### src/rtl/wrired_seq.sv
// Command sequencer for the 4x1-bit bit-serial store: expands nibble/single-bit
// read/write commands into per-bit memory beats and returns one response each.
module wrired_seq (
    input  logic       CLK,
    input  logic       RST_N,
    input  logic       CMD_VALID,
    output logic       CMD_READY,
    input  logic       CMD_WR,
    input  logic       CMD_ALL,
    input  logic [1:0] CMD_ADDR,
    input  logic [3:0] CMD_DATA,
    output logic [1:0] MEM_ADDR,
    output logic       MEM_IN,
    output logic       MEM_RW,
    input  logic       MEM_OUT,
    output logic       RSP_VALID,
    input  logic       RSP_READY,
    output logic       RSP_WR,
    output logic [3:0] RSP_DATA
);

    typedef enum logic [1:0] {IDLE, ISSUE, DRAIN, RESP} state_t;

    state_t     state, state_nxt;
    logic [1:0] k, k_nxt;
    logic       wr_q, wr_nxt;
    logic       all_q, all_nxt;
    logic [1:0] addr_q, addr_nxt;
    logic [3:0] data_q, data_nxt;

    logic [1:0] mem_addr_nxt;
    logic       mem_in_nxt;
    logic       mem_rw_nxt;
    logic       rsp_valid_nxt;
    logic       rsp_wr_nxt;
    logic [3:0] rsp_data_nxt;
    logic [1:0] beat_addr;
    logic       last_beat;

    assign CMD_READY = (state == IDLE);

    always_ff @(posedge CLK) begin
        if (!RST_N) begin
            state     <= IDLE;
            k         <= '0;
            wr_q      <= 1'b0;
            all_q     <= 1'b0;
            addr_q    <= '0;
            data_q    <= '0;
            MEM_ADDR  <= '0;
            MEM_IN    <= 1'b0;
            MEM_RW    <= 1'b0;
            RSP_VALID <= 1'b0;
            RSP_WR    <= 1'b0;
            RSP_DATA  <= '0;
        end else begin
            state     <= state_nxt;
            k         <= k_nxt;
            wr_q      <= wr_nxt;
            all_q     <= all_nxt;
            addr_q    <= addr_nxt;
            data_q    <= data_nxt;
            MEM_ADDR  <= mem_addr_nxt;
            MEM_IN    <= mem_in_nxt;
            MEM_RW    <= mem_rw_nxt;
            RSP_VALID <= rsp_valid_nxt;
            RSP_WR    <= rsp_wr_nxt;
            RSP_DATA  <= rsp_data_nxt;
        end
    end

    // Memory outputs are registered, so each beat is computed one cycle ahead:
    // beat 0 is loaded on the accept edge, beat k+1 while beat k is on the bus.
    always_comb begin
        state_nxt     = state;
        k_nxt         = k;
        wr_nxt        = wr_q;
        all_nxt       = all_q;
        addr_nxt      = addr_q;
        data_nxt      = data_q;
        mem_addr_nxt  = '0;
        mem_in_nxt    = 1'b0;
        mem_rw_nxt    = 1'b0;
        rsp_valid_nxt = RSP_VALID;
        rsp_wr_nxt    = RSP_WR;
        rsp_data_nxt  = RSP_DATA;
        beat_addr     = '0;
        last_beat     = 1'b0;

        case (state)
            IDLE: begin
                if (CMD_VALID) begin
                    state_nxt    = ISSUE;
                    k_nxt        = '0;
                    wr_nxt       = CMD_WR;
                    all_nxt      = CMD_ALL;
                    addr_nxt     = CMD_ADDR;
                    data_nxt     = CMD_DATA;
                    rsp_wr_nxt   = CMD_WR;
                    rsp_data_nxt = '0;
                    beat_addr    = CMD_ALL ? 2'd0 : CMD_ADDR;
                    mem_addr_nxt = beat_addr;
                    mem_rw_nxt   = CMD_WR;
                    mem_in_nxt   = CMD_WR & CMD_DATA[beat_addr];
                end
            end

            ISSUE: begin
                last_beat = !all_q || (k == 2'd3);
                // Store OUT now reflects the previous nibble beat.
                if (!wr_q && (k != 2'd0)) begin
                    rsp_data_nxt[k - 2'd1] = MEM_OUT;
                end
                if (last_beat) begin
                    if (wr_q) begin
                        state_nxt     = RESP;
                        rsp_valid_nxt = 1'b1;
                    end else begin
                        state_nxt = DRAIN;
                    end
                end else begin
                    k_nxt        = k + 2'd1;
                    beat_addr    = k + 2'd1;
                    mem_addr_nxt = beat_addr;
                    mem_rw_nxt   = wr_q;
                    mem_in_nxt   = wr_q & data_q[beat_addr];
                end
            end

            DRAIN: begin
                beat_addr               = all_q ? 2'd3 : addr_q;
                rsp_data_nxt[beat_addr] = MEM_OUT;
                state_nxt               = RESP;
                rsp_valid_nxt           = 1'b1;
            end

            RESP: begin
                if (RSP_READY) begin
                    state_nxt     = IDLE;
                    rsp_valid_nxt = 1'b0;
                end
            end

            default: state_nxt = IDLE;
        endcase
    end

endmodule

### config.mk
export PLATFORM = sky130hd
export DESIGN_NAME = wrired_seq
export DESIGN_NICKNAME = d
export VERILOG_FILES = /design/src/rtl/wrired_seq.sv
export SDC_FILE = /design/constraint.sdc
export NUM_CORES = 1
export LEC_CHECK = 0
export CORE_MARGIN = 2
export CORE_UTILIZATION = 35
export CTS_CLUSTER_DIAMETER = 150
export CTS_CLUSTER_SIZE = 30
export DETAILED_ROUTE_END_ITERATION = 6
export DONT_BUFFER_PORTS = 1
export PLACE_DENSITY = 0.55
export RECOVER_POWER = 50
export SYNTH_ARGS = -nofsm -noshare
export SYNTH_HDL_FRONTEND = slang
export SYNTH_SLANG_ARGS = --single-unit
### constraint.sdc
create_clock -name CLK -period 3.8 [get_ports CLK]
set_input_delay 0.38 -clock CLK [delete_from_list [all_inputs] [get_ports CLK]]
set_output_delay 0.38 -clock CLK [all_outputs]
set_load 0.005 [all_outputs]
==> results.md <==
* Post-synthesis mux area share at 0.0916
* RSZ-0062 raised after global routing: false
* DRT iter0 DRCs at 39
* Synth cell types at 39
* Fin nets at ~160
* Min Tclk post-route at approximately 2.0 ns
* Hold Crit Class: in2reg
* XOR/XNOR share of the synthesized area at 0
* Die Y at approximately 63 µm
* Synth area leader: dfxtp_1
* Setup TNS at 0 ns
* Initial antenna violation count at 0
* Largest net degree at the start of global routing at 15
* Post-CTS Resized at 0
* Setup violations, final at 0
* Synth Instances at approximately 140
* Cells on worst reg2reg path at 6
* Worst path max stage delay at 0.42 ns
* Flops & latches, synth at 21
* Leakage Power at approximately 0.00046 µW
* Simple-Gate Fraction of Synth Area at 0.173
* Hold Buf Count CTS at 0
* Worst-Margin Slew at 0.549 ns
* Row Count at 21
* Largest family of logic cells by synthesized area: compound AO/OA/AOI/OAI gates
* Vias/cell at about 5.3
* Slew HR at 0.630
* CP endpoint kind: register
* Register area share after synthesis at 0.350
* Sw Ratio at 0.422
* F_max at approximately 0.49 GHz
* Clock network fraction of total power at 0.157
* Critical-path cell list: inv_1 -> ha_1 -> and3b_1 -> a211o_4 -> a2111oi_2 -> a211oi_2
* Main synth FF type: dfxtp_1
* WL final at roughly 2600 µm
* First-pass DRT Iterations at 4
* Worst Skew at about 0.0045 ns
* I/O pin cnt at 24
* Filler cell count at ~370
* Multi-input gate area at 717 µm²
* GRT Residual Overflow at 0
* Core area at between 3000 and 4000 µm²
* Pre-CTS setup slack at 1.79 ns
* Total track usage at 0.146
* Mapped Nets at ~160
* CTS tree: done
* Max-cap violations at 0
* Post-place instance area at between 1000 and 1500 µm²
* Crit-path slowest cell: dfxtp_1
* DRC errors left at 0
* Antenna cells at 0
* Global placer's final weighted congestion at ~0.82
* Final slew viol count at 0
* Power density of the placed cells at approximately 570 nW/µm²
* Share of layout cells above drive strength 1 at 0.104
* P_sw at 300 µW
* Placed Instances at roughly 180
* Adder-cell share of the synthesized area at 0.0832
* Synth Cell Area at about 1200 µm²
* Top post-synthesis cells by area: dfxtp_1, ha_1, nand2_1
* Final setup margin at 1.77 ns
* Status: complete, no violations
* Clock tree sinks at 21
* Sequential share of power at 0.414
* Arr. time, crit path at 2.22 ns
* Initial Util at 0.363
* Die Footprint at between 3000 and 4000 µm²
* Finished layout cell area at 1250 µm²
* Post-DP HPWL at about 2000 µm
* Clock Tree Root: clkbuf_4
* First-pass GRT wire length at ~4600 µm
* DRT antenna net count at 0
* EDFF count, synth at 0
* Share of the synthesized area in the top cell type at 0.350
* Post-CTS setup buffers at 0
* Syn_area_per_cell at approximately 8.8 µm²
* Setup CP Type: reg2reg
* Vias in the first global route at around 960
* # H-tree levels at 1
* Worst Path Required at 3.99 ns
* CP max FO at 14
* DIE WIDTH at 62.6 µm
* Power Internal at a little over 400 µW
* Register area at between 400 and 500 µm²
* Wirelength per Cell at roughly 15 µm
* P&R area growth vs syn at 3.85%
* Comb power frac at 0.428
* Worst Setup Start Kind: register
* Final worst path period share at 0.533
* Hold depth at 2
* Final hold violations at 0
* Max Buffers Root-to-Sink at 2
* Post-route insts no fill at 180
* CTS clk-pin slew, worst paths at around 0.13 ns
* DR vias at 960
* PortBufs at 0
* Maximum VDD drop at between 0.2 and 0.3 mV
* Area fraction in compound gates after synthesis at 0.249
* Clock network latency to the later pin of the worst-skew pair at roughly 0.31 ns
* Yosys warns at 0
* WHS at 0.196 ns
* CTS buffer count at 3
* Async set-or-reset flop fraction in the synthesized netlist at 0
[power groups by stage]
stage                     Combinational (µW)  Sequential (µW)  Clock (µW)
after floorplan                          265              286           0
after global placement                   296              296           0
after detailed placement                 307              300           0
after CTS                                307              295         116
after global routing                     348              300         124
final                                    304              294         112
[state kept, by name, summed over array words and instances (netlist names)]
register and cells:
all_q 1, state 2, MEM_RW 1, wr_q 1, addr_q 2, MEM_ADDR 2
MEM_IN 1, RSP_DATA 4, k 2, RSP_VALID 1, data_q 4
[path summary, 6_finish.rpt]
path                                             start                      to  slack (ns)
worst max-delay path             state[1]$_SDFFE_PN0P_   state[0]$_SDFFE_PN0P_        1.77
worst min-delay path                       CMD_DATA[2]  data_q[2]$_SDFFE_PN0P_        0.20
worst max register to register   state[1]$_SDFFE_PN0P_   state[0]$_SDFFE_PN0P_        1.77
worst min register to register  data_q[2]$_SDFFE_PN0P_  data_q[2]$_SDFFE_PN0P_        0.47
[routing by layer]
layer  part of all wire  global-route usage
met1               0.45               0.181
met2               0.49               0.245
met3              0.048              0.0396
met4              0.013              0.0500
met5                  0                   0
[layout by cell type, fill, tap and decap left out, types with 2 or more instances in the layout]
cell type and instances:
inv_1 7, o21ai_1 5, mux2_2 5, clkbuf_4 3
dfxtp_1 21, ha_1 8, nand3_1 3, nor2_1 8
nor3b_1 2, nand2b_1 2, nor2b_1 2, nand2_1 22
a21oi_1 14, a32oi_1 2, a22o_1 2, mux2i_1 2
a32o_1 4
[cells in the mapped netlist (all sizes together) (2+ instances only)]
library cell  count
buf               3
nand3             3
a21oi            14
nand2            22
a22o              2
a32o              4
nor2b             2
mux2i             2
clkbuf            3
o311ai            2
dfxtp            21
nor3b             2
mux2              6
nand2b            2
nor2              8
a32oi             2
inv               7
and2              2
ha                8
o21ai             6
[kinds of logic (layout without fill, tap and decap cells)]
| group | count (synthesis) | count (layout) |
|---|---|---|
| simple gates | 45 | 45 |
| compound gates | 40 | 40 |
| flops | 21 | 21 |
| buf+inv | 13 | 11 |
| mux | 9 | 9 |
| fa+ha+maj | 8 | 8 |
[worst max-delay path: cells and delay by family (launching register included)]
| kind | cells | cell delay [ns] |
|---|---|---|
| buffers and inverters | 1 | 0.09 |
| flip-flops | 1 | 0.42 |
| AND/OR/NAND/NOR | 1 | 0.34 |
| adder cells (fa/ha/maj) | 1 | 0.35 |
| AO/OA/AOI/OAI | 3 | 0.71 |
[through the flow]
step	utilization	power (µW)
after detailed placement	0.369	607
after global routing	0.377	773
final	0.377	710
after CTS	0.377	718
after floorplan	-	551
after global placement	0.369	593
[area by class of cell]
cell class                 count  share of cell area
clock buffer                   3              0.0180
sequential                    21               0.337
clock inverter                 1             0.00401
multi-input combinational    102               0.574
tap                           46              0.0461
inverter                       7              0.0210
Power figures use the tool's default switching activity.
